===== config.mk =====
export PLATFORM = sky130hd
export DESIGN_NAME = reverb_tap_scheduler
export DESIGN_NICKNAME = d
export VERILOG_FILES = /design/src/rtl/reverb_pkg.sv /design/src/rtl/reverb_tap_mac.sv /design/src/rtl/reverb_tap_scheduler.sv
export SDC_FILE = /design/constraint.sdc
export NUM_CORES = 1
export LEC_CHECK = 0
export ABC_CLOCK_PERIOD_IN_PS = 6890
export BUFFER_PORTS_ARGS = -buffer_cell sky130_fd_sc_hd__buf_2
export CAP_MARGIN = 5
export CORE_MARGIN = 2
export CORE_UTILIZATION = 48
export DETAILED_ROUTE_END_ITERATION = 10
export PLACE_DENSITY = 0.67
export SLEW_MARGIN = 20
export SYNTH_ARGS = -nofsm -noshare
export SYNTH_HDL_FRONTEND = slang
export SYNTH_SLANG_ARGS = --single-unit

===== constraint.sdc =====
create_clock -name clk -period 6.89 [get_ports clk]
set_clock_uncertainty 0.2 [all_clocks]
set_input_delay 1.378 -clock clk [delete_from_list [all_inputs] [get_ports clk]]
set_output_delay 1.378 -clock clk [all_outputs]
set_load 0.005 [all_outputs]

===== src/rtl/reverb_pkg.sv =====
`default_nettype none
// ============================================================================
// reverb_pkg -- shared state encoding, gain format and saturation helper
// Revision: 1.0
// ============================================================================
package reverb_pkg;

   localparam int GAIN_FRAC_BITS = 4;
   localparam int SAT_W          = 64;

   typedef enum logic [2:0] {
      ST_CLEAR = 3'd0,
      ST_IDLE  = 3'd1,
      ST_WRITE = 3'd2,
      ST_TAPS  = 3'd3,
      ST_DRAIN = 3'd4,
      ST_DONE  = 3'd5
   } state_t;

   // Clamp a wide signed value into the signed range of 'width' bits.
   function automatic logic signed [SAT_W-1:0] saturate(
      input logic signed [SAT_W-1:0] value,
      input int                      width
   );
      logic signed [SAT_W-1:0] max_v;
      logic signed [SAT_W-1:0] min_v;
      logic signed [SAT_W-1:0] result;
      max_v  = $signed({1'b0, {(SAT_W-1){1'b1}}} >> (SAT_W - width));
      min_v  = ~max_v;
      result = value;
      if (value > max_v) begin
         result = max_v;
      end else if (value < min_v) begin
         result = min_v;
      end
      return result;
   endfunction

endpackage
`default_nettype wire


===== src/rtl/reverb_tap_mac.sv =====
`default_nettype none
// ============================================================================
// reverb_tap_mac -- gain multiply, fractional shift and wide accumulate
// Revision: 1.0
// ============================================================================
module reverb_tap_mac
   import reverb_pkg::*;
#(
   parameter int DATA_WIDTH = 32,
   parameter int ACC_WIDTH  = DATA_WIDTH + GAIN_FRAC_BITS
)(
   input  logic                         clk,
   input  logic                         rst,
   input  logic                         init,
   input  logic signed [DATA_WIDTH-1:0] init_value,
   input  logic                         acc_en,
   input  logic signed [DATA_WIDTH-1:0] sample,
   input  logic [3:0]                   gain,
   input  logic                         tap_on,
   output logic signed [ACC_WIDTH-1:0]  acc
);
   localparam int PROD_W = DATA_WIDTH + 5;

   logic signed [PROD_W-1:0]    product;
   logic signed [PROD_W-1:0]    scaled;
   logic signed [ACC_WIDTH-1:0] contrib;

   // Gain is unsigned, so it gets a zero sign bit before the signed multiply.
   always_comb begin
      product = PROD_W'(sample) * PROD_W'($signed({1'b0, gain}));
      scaled  = product >>> GAIN_FRAC_BITS;
      contrib = tap_on ? ACC_WIDTH'(scaled) : '0;
   end

   always_ff @(posedge clk) begin
      if (rst) begin
         acc <= '0;
      end else if (init) begin
         acc <= ACC_WIDTH'(init_value);
      end else if (acc_en) begin
         acc <= acc + contrib;
      end
   end

endmodule
`default_nettype wire


===== src/rtl/reverb_tap_scheduler.sv =====
`default_nettype none
// ============================================================================
// reverb_tap_scheduler -- multi-tap echo scheduler over a single-port delay RAM
// Revision: 1.0
// ============================================================================
module reverb_tap_scheduler
   import reverb_pkg::*;
#(
   parameter int DATA_WIDTH = 32,
   parameter int ADDR_WIDTH = 10,
   parameter int NUM_TAPS   = 4
)(
   input  logic                           clk,
   input  logic                           reset_n,
   input  logic                           in_valid,
   output logic                           in_ready,
   input  logic [DATA_WIDTH-1:0]          in_data,
   input  logic [NUM_TAPS*ADDR_WIDTH-1:0] tap_delay,
   input  logic [NUM_TAPS*4-1:0]          tap_gain,
   input  logic [NUM_TAPS-1:0]            tap_en,
   output logic [ADDR_WIDTH-1:0]          mem_addr,
   output logic                           mem_we,
   output logic [DATA_WIDTH-1:0]          mem_wdata,
   input  logic [DATA_WIDTH-1:0]          mem_rdata,
   output logic                           out_valid,
   output logic [DATA_WIDTH-1:0]          out_data
);
   localparam int               IDX_W    = (NUM_TAPS > 1) ? $clog2(NUM_TAPS) : 1;
   localparam int               ACC_W    = DATA_WIDTH + GAIN_FRAC_BITS;
   localparam logic [IDX_W-1:0] LAST_TAP = IDX_W'(NUM_TAPS - 1);

   state_t                         state;
   state_t                         next_state;
   logic [ADDR_WIDTH-1:0]          clear_addr;
   logic [ADDR_WIDTH-1:0]          wr_ptr;
   logic [ADDR_WIDTH-1:0]          base_addr;
   logic [ADDR_WIDTH-1:0]          cur_delay;
   logic [IDX_W-1:0]               tap_idx;
   logic [IDX_W-1:0]               rd_idx;
   logic                           rd_valid;
   logic                           rd_on;
   logic [3:0]                     rd_gain;
   logic                           accept;
   logic                           we_raw;
   logic [DATA_WIDTH-1:0]          sample;
   logic [DATA_WIDTH-1:0]          sat_data;
   logic [DATA_WIDTH-1:0]          data_hold;
   logic [NUM_TAPS*ADDR_WIDTH-1:0] lat_delay;
   logic [NUM_TAPS*4-1:0]          lat_gain;
   logic [NUM_TAPS-1:0]            lat_en;
   logic signed [ACC_W-1:0]        acc;

   assign accept    = in_valid && in_ready;
   assign cur_delay = lat_delay[tap_idx*ADDR_WIDTH +: ADDR_WIDTH];
   assign rd_gain   = lat_gain[rd_idx*4 +: 4];
   assign rd_on     = lat_en[rd_idx];
   assign sat_data  = DATA_WIDTH'(saturate(SAT_W'(acc), DATA_WIDTH));

   always_comb begin
      next_state = state;
      we_raw     = 1'b0;
      mem_addr   = wr_ptr;
      mem_wdata  = '0;
      case (state)
         ST_CLEAR: begin
            we_raw   = 1'b1;
            mem_addr = clear_addr;
            if (clear_addr == '1) next_state = ST_IDLE;
         end
         ST_IDLE: begin
            if (accept) next_state = ST_WRITE;
         end
         ST_WRITE: begin
            we_raw     = 1'b1;
            mem_wdata  = sample;
            next_state = ST_TAPS;
         end
         ST_TAPS: begin
            // Unsigned subtraction wraps modulo the delay-line depth.
            mem_addr = base_addr - cur_delay;
            if (tap_idx == LAST_TAP) next_state = ST_DRAIN;
         end
         ST_DRAIN: next_state = ST_DONE;
         ST_DONE:  next_state = ST_IDLE;
         default:  next_state = ST_CLEAR;
      endcase
   end

   assign mem_we    = we_raw && !reset_n;
   assign out_valid = (state == ST_DONE);
   assign out_data  = out_valid ? sat_data : data_hold;

   always_ff @(posedge clk) begin
      if (reset_n) begin
         state      <= ST_CLEAR;
         clear_addr <= '0;
         wr_ptr     <= '0;
         base_addr  <= '0;
         in_ready   <= 1'b0;
         tap_idx    <= '0;
         rd_idx     <= '0;
         rd_valid   <= 1'b0;
         data_hold  <= '0;
         sample     <= '0;
         lat_delay  <= '0;
         lat_gain   <= '0;
         lat_en     <= '0;
      end else begin
         state    <= next_state;
         in_ready <= (next_state == ST_IDLE);
         // Read data lags its address by one cycle; track which tap it belongs to.
         rd_valid <= (state == ST_TAPS);
         rd_idx   <= tap_idx;
         if (state == ST_CLEAR) clear_addr <= clear_addr + ADDR_WIDTH'(1);
         if (accept) begin
            sample    <= in_data;
            lat_delay <= tap_delay;
            lat_gain  <= tap_gain;
            lat_en    <= tap_en;
         end
         if (state == ST_WRITE) begin
            base_addr <= wr_ptr;
            wr_ptr    <= wr_ptr + ADDR_WIDTH'(1);
            tap_idx   <= '0;
         end
         if (state == ST_TAPS) tap_idx <= tap_idx + IDX_W'(1);
         if (state == ST_DONE) data_hold <= sat_data;
      end
   end

   reverb_tap_mac #(
      .DATA_WIDTH (DATA_WIDTH)
   ) u_mac (
      .clk        (clk),
      .rst        (reset_n),
      .init       (accept),
      .init_value (in_data),
      .acc_en     (rd_valid),
      .sample     (mem_rdata),
      .gain       (rd_gain),
      .tap_on     (rd_on),
      .acc        (acc)
   );

endmodule
`default_nettype wire


==> run summary, run 1 <==
DR DRC count: 0
Filler instances: 2788
Worst path max stage delay: 0.54 ns
Core area: 30500 um^2
Post-CTS Hold Buffers: 0
Setup CP Type: flop to flop
IO Pins: 204
Layout Nets: 2525
Hold endpoint: sample[12]
Clock sink count: 199
Slowest CP cell: mux4_2
Worst VDD drop: 166 uV
Crit path required time: 7.07 ns
Seq/Total Area, Yosys: 0.268
Arrival @ worst endpoint: 7.17 ns
Clock transition at the registers of the reported paths: 0.08 ns
Pint: 1680 uW
RR Startpoint: rd_idx[0]
First-pass GRT wire length: 66100 um
Top FF cell, synth: dfxtp_1
ANT nets after route: 0
Worst Path Buf+Inv: 4
Final period util: 1.01
CP Capture Type: flop
Netlist Area Pre-Place: 14900 um^2
Leakage dissipation: 0.00886 uW
Max-cap violations: 0
Setup ws final: -0.0937 ns
EDFF count, synth: 0
Initial antenna violation count: 2
CTS Buffer Depth: 2
Min-Delay Startpoint: sample[12]
FF+latch count, synth: 199
# placed instances: 2579
Worst reg2reg setup slack: -0.09 ns
Power density over the cells: 122 nW/um^2
Clock buffer count from CTS: 17
Pins Over Slew Limit: 0
Top-count cell post-synth: nand2_1
Mean Syn Cell Area: 7.84 um^2
Vias in the first global route: 13800
Run status: finished with violations
Synth unique cells: 70
Finish-stage setup viols: 6
Routed Wire Length: 39400 um
Fin. Hold Viols: 0
Share of cells above drive strength 1: 0.237
Warnings, synthesis: 0
Top cells by area, synth: dfxtp_1, ha_1, nand2_1, fa_1, a21oi_1
GR met1 Demand/Resource: 0.311
1st-iter DRT viols: 774
Register-to-Register Path Depth: 30
Die area: 32400 um^2
Met2 GRT Util: 0.435
Placed inst area: 17500 um^2
Critical path fanouts, max: 21
CTS tree: done
Delay-heaviest family, CP: adder cells
Max H-tree Level: 4
Top cell type by total area after synthesis: dfxtp_1
Synth Instances: 1895
Worst-Skew Late Latency: 0.45 ns
Std-Cell Rows: 64
Design Area, Final: 18400 um^2
Asr flop ratio synth: 0
Sw Share: 0.252
Clock Power Share: 0.449
Most common cell on crit path: a21o_1
Max Freq: 143 MHz
Final cell count without fillers: 2625
Average wire per standard cell: 15.0 um
WHS: 0.250 ns
Vias per std cell: 5.25
DP Wirelength: 30100 um
Sequential power share: 0.513
Most Used Layer, Global Route: met2
IO Port Bufs: 203
Total vias in the final route: 13800
Largest net degree at the start of global routing: 99
Worst Hold Class: flop to flop
Share of the synthesized area in the top cell type: 0.268
GPL Wtd Cong: 0.877
Worst Hold Path Cells: 2
Starting Density: 0.487
Crit start category: flop
Die X: 180 um
Die height: 180 um
Post-synthesis net count: 2205
Psw: 565 uW
CTS root buffer: clkbuf_16
Crit path time final: 6.98 ns
DRT Pass-1 Iters: 5
Slew HR: 0.305
Overflow after GRT: 0
Critical R2R Capture: u_mac.acc[35]
Gr usage total: 0.245
Combinational share of power: 0.038
RSZ-0062 raised after global routing: yes
M3 GR Usage: 0.0367
Violations in the final reports: setup timing
Most instantiated cells after synthesis: nand2_1, a21oi_1, dfxtp_1, inv_1, and2_1
P&R area growth vs syn: 23.7%
Worst-margin pin slew: 1.04 ns
[worst max path at each step]
stage / depth (start not counted) / end / startpoint / slack [ns]
final: 30 / u_mac.acc[35] / rd_idx[0] / -0.09
after global placement: 30 / u_mac.acc[27] / mem_rdata[13] / -0.37
after global routing: 30 / u_mac.acc[35] / rd_idx[0] / -0.44
after floorplan: 29 / u_mac.acc[31] / mem_rdata[13] / 0.003
after detailed placement: 30 / u_mac.acc[27] / mem_rdata[13] / -0.48
after CTS: 29 / u_mac.acc[27] / rd_idx[0] / -0.06
[power groups by stage]
stage,combinational [uW],sequential (uW),clock (uW)
after CTS,85.1,1150,1020
after global routing,92.8,1150,1070
final,85.2,1150,1010
after global placement,84.5,1180,0
after detailed placement,84.6,1180,0
after floorplan,21.5,1180,0
[sequential cells by signal (all words and copies together) (netlist names), 3 cells and up]
signal      flops
lat_en          4
lat_gain       16
u_mac.acc      36
state           3
clear_addr     10
base_addr      10
wr_ptr         10
lat_delay      40
sample         32
data_hold      32
[tightest hold or removal path, delay by kind of cell (launching register included)]
| family | cells | cell delay [ns] |
|---|---|---|
| DFF | 1 | 0.31 |
| and+or+nand+nor | 1 | 0.05 |
| AOI/OAI and AO/OA | 1 | 0.05 |
[cell families after synthesis]
kind of cell               count (synthesis)  synth area share
muxes                                     41            0.0413
AOI/OAI and AO/OA                        430             0.175
adders and majority gates                183             0.187
xor gates and xnor gates                  77            0.0454
buffers and inverters                    260            0.0662
DFF                                      199             0.268
and+or+nand+nor                          705             0.217
[layout make-up]
cell class / instances / area [um^2] / area share
clock inverters: 15 / 181 / 0.00987
well taps: 396 / 495 / 0.0270
repair buffers: 401 / 2560 / 0.139
diodes: 1 / 2.50 / 0.000136
flip-flops and latches: 199 / 3990 / 0.217
clock buffers: 17 / 425 / 0.0231
multi-input cells: 1436 / 10100 / 0.551
inverters: 160 / 601 / 0.0327
[timing repair]
| item | 4_1_cts | 5_1_grt |
|---|---|---|
| pin swaps | 5 | 11 |
| setup buffers | 3 | 10 |
| gates resized for setup | 21 | 21 |
| setup endpoints to repair | 21 | 25 |
[through the flow]
stage | util | power (uW) | setup slack (ns) | setup TNS, ns
finish | 0.603 | 2250 | -0.0937 | -0.299
global route | 0.602 | 2320 | -0.437 | -6.38
CTS | 0.597 | 2260 | -0.0616 | -0.196
detailed placement | 0.573 | 1260 | -0.481 | -7.05
global placement | 0.573 | 1260 | -0.374 | -5.36
floorplan | - | 1200 | 0.00329 | 0
[placed cells by master, fill, tap and decap left out, drive strengths merged, types with 19 or more instances in the layout]
master | Yosys | routed
nand2 | 371 | 371
xor2 | 36 | 36
inv | 160 | 164
a31oi | 19 | 19
buf | 9 | 401
and2 | 130 | 130
a21oi | 218 | 218
ha | 117 | 117
o21ai | 66 | 66
dfxtp | 199 | 199
a21o | 38 | 38
nor2 | 105 | 105
xnor2 | 41 | 41
fa | 66 | 66
[routing by layer]
| metal | part of all wire | up-vias |
|---|---|---|
| li1 | - | 6950 |
| met1 | 0.45 | 6513 |
| met2 | 0.49 | 270 |
| met3 | 0.041 | 48 |
| met4 | 0.021 | 2 |
| met5 | 0.00033 | - |
(Power assumes the default switching activity.)
==> run 2: changes to the inputs <==
--- a/config.mk
+++ b/config.mk
@@ -5,13 +5,13 @@
 export SDC_FILE = /design/constraint.sdc
 export NUM_CORES = 1
 export LEC_CHECK = 0
-export ABC_CLOCK_PERIOD_IN_PS = 6890
+export ABC_CLOCK_PERIOD_IN_PS = 6950
 export BUFFER_PORTS_ARGS = -buffer_cell sky130_fd_sc_hd__buf_2
 export CAP_MARGIN = 5
 export CORE_MARGIN = 2
 export CORE_UTILIZATION = 48
 export DETAILED_ROUTE_END_ITERATION = 10
-export PLACE_DENSITY = 0.67
+export PLACE_DENSITY = 0.64
 export SLEW_MARGIN = 20
 export SYNTH_ARGS = -nofsm -noshare
 export SYNTH_HDL_FRONTEND = slang
==> constraint.sdc (replaced) <==
create_clock -name clk -period 6.95 [get_ports clk]
set_clock_uncertainty 0.2 [all_clocks]
set_input_delay 1.39 -clock clk [delete_from_list [all_inputs] [get_ports clk]]
set_output_delay 1.39 -clock clk [all_outputs]
set_load 0.005 [all_outputs]
==> run 2 against run 1 <==
  * The flow now finishes without violations
  * Highest routed layer unchanged
  * Utilization up 0.23 points
  * Critical path depth down 2
  * Global-route usage up 0.070 points
  * Routed wire length up 0.20%
  * Final area up 0.38%
  * Setup slack better by 0.10 ns
  * Power up 1.3%
  * Largest cell class unchanged
==> run summary, run 2 (synthesized netlist as in run 1, its figures left out) <==
Max Freq: 144 MHz (+0.61%)
Worst VDD drop: 174 uV (+4.8%)
Average wire per standard cell: 15.1 um (+0.55%)
Hold endpoint: sample[12]
M3 GR Usage: 0.0375 (+0.000810)
GPL Wtd Cong: 0.882 (+0.63%)
Starting Density: 0.487 (unchanged)
RR Startpoint: rd_idx[0]
Max H-tree Level: 4 (unchanged)
Largest net degree at the start of global routing: 104 (+5.1%)
Worst-Skew Late Latency: 0.44 ns (about the same)
Worst reg2reg setup slack: 0.009 ns (+0.10 ns)
Max-cap violations: 0 (unchanged)
Pins Over Slew Limit: 0 (unchanged)
Gr usage total: 0.246 (+0.000697)
CTS Buffer Depth: 2 (unchanged)
Register area: 3990 um^2 (unchanged)
Critical path fanouts, max: 21 (unchanged)
Min-Delay Startpoint: sample[12]
Biggest regs: lat_delay x40, u_mac.acc x36
Worst Hold Class: flop to flop
DRT Pass-1 Iters: 5 (unchanged)
Register-to-Register Path Depth: 28 (-6.7%)
Filler instances: 2820 (+1.1%)
Leakage dissipation: 0.00884 uW (-0.19%)
Worst slack at placement: -0.445 ns (+0.0367 ns)
DP Wirelength: 29600 um (-1.8%)
CTS root buffer: clkbuf_16
Die area: 32400 um^2 (unchanged)
DR DRC count: 0 (unchanged)
IO Pins: 204 (unchanged)
Die height: 180 um (unchanged)
RSZ-0062 raised after global routing: yes
Worst Hold Path Cells: 2 (unchanged)
Most frequent cells in the layout: nand2_1, a21oi_1, buf_2, dfxtp_1, buf_4
Worst-margin pin slew: 0.979 ns (-0.0643 ns)
Most flops, register: lat_delay
Critical R2R Capture: u_mac.acc[35]
CTS tree: done
Routed Wire Length: 39400 um (+0.20%)
Fin. Hold Viols: 0 (unchanged)
PnR Total Power: 2270 uW (+1.3%)
Clock buffer count from CTS: 17 (unchanged)
Crit start category: flop
Most common cell on crit path: ha_1
Slowest CP cell: mux4_2
Commonest non-fill, non-tap cell in the layout: nand2_1
Setup ws final: 0.00868 ns (+0.102 ns)
Die X: 180 um (unchanged)
Vias in the first global route: 13800 (+0.25%)
GR met1 Demand/Resource: 0.314 (+0.00319)
Final core occ: 0.605 (+0.00230)
IO Port Bufs: 203 (unchanged)
Std-Cell Rows: 64 (unchanged)
First-pass GRT wire length: 66300 um (+0.25%)
Crit path time final: 6.94 ns (-0.0424 ns)
Worst path max stage delay: 0.56 ns (+0.02 ns)
Total vias in the final route: 13800 (+0.29%)
Core area: 30500 um^2 (unchanged)
Post-CTS Hold Buffers: 0 (unchanged)
P&R area growth vs syn: 24.1%
Share of cells above drive strength 1: 0.238 (+0.00130)
Finish-stage setup viols: 0 (-6)
CP Capture Type: flop
Vias per std cell: 5.28 (+0.64%)
# diodes: 0 (-1)
ANT nets after route: 0 (unchanged)
Layout Nets: 2517 (-0.32%)
Power density over the cells: 123 nW/um^2 (+0.91%)
Crit path required time: 7.13 ns (+0.06 ns)
Clock transition at the registers of the reported paths: 0.08 ns (about the same)
Met2 GRT Util: 0.431 (-0.00337)
Most Used Layer, Global Route: met2
Setup CP Type: flop to flop
Initial antenna violation count: 2 (unchanged)
Arrival @ worst endpoint: 7.12 ns (-0.05 ns)
Number of flip-flops under the largest register name: 40 (unchanged)
Final period util: 0.999 (-0.0149)
1st-iter DRT viols: 692 (-11%)
Overflow after GRT: 0 (unchanged)
Run status: finished clean
Slew HR: 0.348 (+0.0429)
Area occupied by multi-input gates: 10300 um^2 (+1.2%)
Clock sink count: 199 (unchanged)
run 2: cell count changes in the layout (fill, tap and decap cells not counted), moves of 3 or more:
cell     change
a31oi_1      -4
nor2_1       -3
buf_4        -6
a21oi_2      -3
a31oi_2      +3
run 2: routing by layer:
layer | share of wire | routed length [um]
met1 | 0.45 | 17700
met2 | 0.49 | 19100
met3 | 0.041 | 1630
met4 | 0.024 | 956
met5 | 0.00068 | 27
run 2: area by class of cell:
type                       count  area share
clock inverter                15      0.0111
clock buffer                  17      0.0231
multi-input combinational   1436       0.556
timing repair buffer         393       0.135
tap                          396      0.0268
inverter                     160      0.0325
sequential                   199       0.216
run 2: worst max-delay path by stage:
stage / from / to / slack, ns / depth (start not counted)
floorplan: mem_rdata[13] / u_mac.acc[35] / 0.001 / 29
global placement: mem_rdata[13] / u_mac.acc[35] / -0.35 / 28
detailed placement: mem_rdata[13] / u_mac.acc[35] / -0.44 / 28
CTS: rd_idx[0] / u_mac.acc[35] / -0.02 / 29
global route: rd_idx[0] / u_mac.acc[35] / -0.35 / 29
finish: rd_idx[0] / u_mac.acc[35] / 0.009 / 28
run 2: what timing repair did:
action / in CTS / in global routing
hold endpoints to repair: 0 / 0
pin swaps: 3 / 14
gates resized for setup: 9 / 48
setup buffers: 0 / 10
endpoints found under the setup margin: 15 / 23
run 2: metrics by stage:
stage / setup TNS [ns] / instance area [um^2] / hold WS [ns] / std cells
2_1_floorplan: 0 / 14900 / 0.232 / 1895
3_3_place_gp: -4.22 / 17500 / 0.238 / 2574
3_5_place_dp: -5.73 / 17500 / 0.242 / 2574
4_1_cts: -0.0174 / 18100 / 0.253 / 2606
5_1_grt: -3.46 / 18500 / 0.269 / 2616
6_report: 0 / 18500 / 0.252 / 2616
run 2: where the power goes:
group | total (uW) | internal (uW) | switching (uW)
combinational | 83.4 | 39.6 | 43.8
clock | 1050 | 526 | 523
sequential | 1140 | 1140 | 2.24
total | 2270 | 1710 | 569
run 2: critical path, delay by kind of cell (launching register included):
| family | cells | cell delay, ns |
|---|---|---|
| DFF | 1 | 0.39 |
| adders and majority gates | 5 | 1.66 |
| and+or+nand+nor | 7 | 1.14 |
| buffers and inverters | 3 | 0.53 |
| xor gates and xnor gates | 1 | 0.17 |
| AOI/OAI and AO/OA | 10 | 1.94 |
| muxes | 2 | 0.84 |
==> run 3: changes to the inputs <==
--- a/config.mk
+++ b/config.mk
@@ -15,4 +15,5 @@
 export SLEW_MARGIN = 20
 export SYNTH_ARGS = -nofsm -noshare
 export SYNTH_HDL_FRONTEND = slang
+export SYNTH_HIERARCHICAL = 1
 export SYNTH_SLANG_ARGS = --single-unit
==> run 3 against run 2 <==
  * The flow now finishes with violations (setup timing)
  * Worst hold slack barely moved
  * Count of clock-buffer cells in the layout did not move
  * Via count rose by 2.6%
  * Largest power group unchanged
  * Clock power fell by 5%
  * Largest cell class unchanged
==> run summary, run 3 <==
GR met1 Demand/Resource: 0.354 (+0.0402)
Filler instances: 2841 (+0.74%)
First-pass GRT wire length: 66500 um (+0.42%)
Top-count cell post-synth: nand2_1
Violations in the final reports: setup timing
Top cell type by total area after synthesis: dfxtp_1
Met2 GRT Util: 0.394 (-0.0379)
Die height: 181 um (+0.53%)
Asr flop ratio synth: 0 (unchanged)
Routed Wire Length: 40800 um (+3.4%)
Mean Syn Cell Area: 7.77 um^2 (-0.89%)
Top cells by area, synth: dfxtp_1, ha_1, fa_1, a21oi_1, nand2_1
Sw Share: 0.241 (-0.00941)
Crit path time final: 7.07 ns (+0.132 ns)
Netlist Area Pre-Place: 15000 um^2 (+1.1%)
Sequential power share: 0.513 (+0.011)
Final period util: 1.02 (+0.0189)
Worst path max stage delay: 0.65 ns (+0.09 ns)
Pins Over Slew Limit: 0 (unchanged)
Worst slack at placement: -0.630 ns (-0.186 ns)
Worst-Skew Late Latency: 0.44 ns (about the same)
IO Port Bufs: 203 (unchanged)
Max-cap violations: 0 (unchanged)
Die area: 32700 um^2 (+1.1%)
Worst Hold Class: flop to flop
EDFF count, synth: 0 (unchanged)
Total vias in the final route: 14200 (+2.6%)
GPL Wtd Cong: 0.904 (+2.5%)
CTS root buffer: clkbuf_16
Post-CTS Hold Buffers: 0 (unchanged)
Post-synthesis net count: 2243 (+1.7%)
Largest net degree at the start of global routing: 83 (-20%)
Worst reg2reg setup slack: -0.12 ns (-0.13 ns)
Hold endpoint: sample[12]
Vias per std cell: 5.31 (+0.52%)
Area occupied by multi-input gates: 10700 um^2 (+4.1%)
Finish-stage setup viols: 7 (+7)
Pint: 1690 uW (-0.78%)
Vias in the first global route: 13500 (-2.1%)
Layout Nets: 2570 (+2.1%)
Max Freq: 141 MHz (-1.9%)
Fin. Hold Viols: 0 (unchanged)
Top FF cell, synth: dfxtp_1
Leakage dissipation: 0.00893 uW (+1.1%)
Synth Instances: 1933 (+2.0%)
Psw: 536 uW (-5.7%)
Average wire per standard cell: 15.3 um (+1.3%)
Number of flip-flops under the largest register name: 40 (unchanged)
Register area: 3990 um^2 (about the same)
Setup ws final: -0.123 ns (-0.132 ns)
Combinational share of power: 0.042 (+0.005)
Power density over the cells: 117 nW/um^2 (-5.0%)
Arrival @ worst endpoint: 7.23 ns (+0.11 ns)
DRT Pass-1 Iters: 5 (unchanged)
Clock buffer count from CTS: 17 (unchanged)
Warnings, synthesis: 6 (+6)
Slew HR: 0.394 (+0.0467)
Initial antenna violation count: 0 (-2)
Worst-margin pin slew: 0.908 ns (-0.0711 ns)
Most common cell on crit path: ha_1
Seq/Total Area, Yosys: 0.265 (-0.00290)
1st-iter DRT viols: 820 (+18%)
Worst Hold Path Cells: 2 (unchanged)
RSZ-0062 raised after global routing: yes
Share of cells above drive strength 1: 0.252 (+0.0143)
Min-Delay Startpoint: sample[12]
Std-Cell Rows: 64 (unchanged)
ANT nets after route: 0 (unchanged)
IO Pins: 204 (unchanged)
# diodes: 0 (unchanged)
Biggest regs: lat_delay x40, u_mac/acc x36
P&R area growth vs syn: 26.6%
Worst VDD drop: 152 uV (-13%)
Most flops, register: lat_delay
Max H-tree Level: 4 (unchanged)
Commonest non-fill, non-tap cell in the layout: nand2_1
Overflow after GRT: 0 (unchanged)
Setup CP Type: flop to flop
Clock sink count: 199 (unchanged)
Die X: 181 um (+0.53%)
Slowest CP cell: mux4_2
RR Startpoint: rd_idx[0]
Gr usage total: 0.245 (-0.000555)
Core area: 30700 um^2 (+0.79%)
Synth unique cells: 66 (-5.7%)
Share of the synthesized area in the top cell type: 0.265 (-0.00290)
Starting Density: 0.489 (+0.00148)
Clock transition at the registers of the reported paths: 0.07 ns (about the same)
Run status: finished with violations
Clock Power Share: 0.445 (-0.016)
Most Used Layer, Global Route: met2
Register-to-Register Path Depth: 30 (+7.1%)
Crit start category: flop
CTS Buffer Depth: 2 (unchanged)
Most frequent cells in the layout: nand2_1, a21oi_1, buf_2, dfxtp_1, buf_4
FF+latch count, synth: 199 (unchanged)
Most instantiated cells after synthesis: nand2_1, a21oi_1, dfxtp_1, inv_1, and2_1
CTS tree: done
WHS: 0.251 ns (-0.000169 ns)
Crit path required time: 7.11 ns (-0.02 ns)
DR DRC count: 0 (unchanged)
Critical R2R Capture: u_mac/acc[35]
CP Capture Type: flop
DP Wirelength: 30700 um (+3.8%)
Critical path fanouts, max: 8 (-62%)
M3 GR Usage: 0.0280 (-0.00946)
-- run 3: cell types whose count changed after synthesis, moves of 14 or more --
| cell | before | now |
|---|---|---|
| clkbuf_1 | 91 | 77 |
| inv_1 | 160 | 177 |
| nand2_1 | 371 | 298 |
| a221oi_1 | 1 | 18 |
| a31oi_1 | 19 | 5 |
| nor3_1 | 14 | 54 |
| nor2_1 | 104 | 143 |
| and2_1 | 130 | 151 |
-- run 3: how the worst max path moves through the flow --
stage,start,to
2_1_floorplan,mem_rdata[2],u_mac/acc[35]
3_3_place_gp,mem_rdata[11],u_mac/acc[35]
3_5_place_dp,mem_rdata[11],u_mac/acc[30]
4_1_cts,rd_idx[0],u_mac/acc[35]
5_1_grt,rd_idx[0],u_mac/acc[30]
6_report,rd_idx[0],u_mac/acc[35]
-- run 3: kinds of logic (layout without fill, tap and decap cells) --
group | Yosys count | count (layout) | share of synthesized area
buffers and inverters | 275 | 615 | 0.0696
muxes | 23 | 23 | 0.0280
adders and majority gates | 183 | 183 | 0.185
xor gates and xnor gates | 74 | 74 | 0.0431
DFF | 199 | 199 | 0.265
AOI/OAI and AO/OA | 412 | 412 | 0.166
and+or+nand+nor | 767 | 767 | 0.243
-- run 3: metrics by stage --
step,area [um^2],utilization,setup TNS (ns),power (uW),instances
3_5_place_dp,17800,0.578,-9.29,1260,2625
4_1_cts,18700,0.609,-0.109,2250,2668
6_report,19000,0.619,-0.319,2230,2669
2_1_floorplan,15200,-,-0.169,1190,1933
5_1_grt,19000,0.619,-5.50,2300,2669
3_3_place_gp,17800,0.578,-6.87,1260,2625
-- run 3: timing repair --
action | 4_1_cts | 5_1_grt
endpoints found under the setup margin | 18 | 26
cloned | 2 | 0
gates resized for setup | 55 | 62
buffers inserted | 9 | 1
pin swaps | 36 | 13
-- run 3: final cells by class --
type                       instances  area share
clock inverter                    15     0.00868
clock buffer                      17      0.0224
tap                              396      0.0260
inverter                         177      0.0350
multi-input combinational       1459       0.561
sequential                       199       0.210
timing repair buffer             406       0.137
-- run 3: critical path: cells and delay by family, from the launching register on --
family | cells | cell delay [ns]
simple gates | 8 | 1.32
flops | 1 | 0.37
fa+ha+maj | 5 | 1.96
mux | 2 | 0.92
compound gates | 10 | 1.62
buf+inv | 5 | 0.59
-- run 3: per-layer routing --
metal,vias to the layer above,share of wire
met1,6690,0.49
met2,311,0.45
met4,0,0.015
met3,45,0.042
met5,-,0
li1,7131,-
-- run 3: power groups by stage --
stage	Sequential, uW	Clock [uW]	Combinational, uW
3_3_place_gp	1170	0	91.9
5_1_grt	1140	1060	101
4_1_cts	1140	1010	92.2
3_5_place_dp	1170	0	91.8
2_1_floorplan	1170	0	22.9
6_report	1140	993	93.5
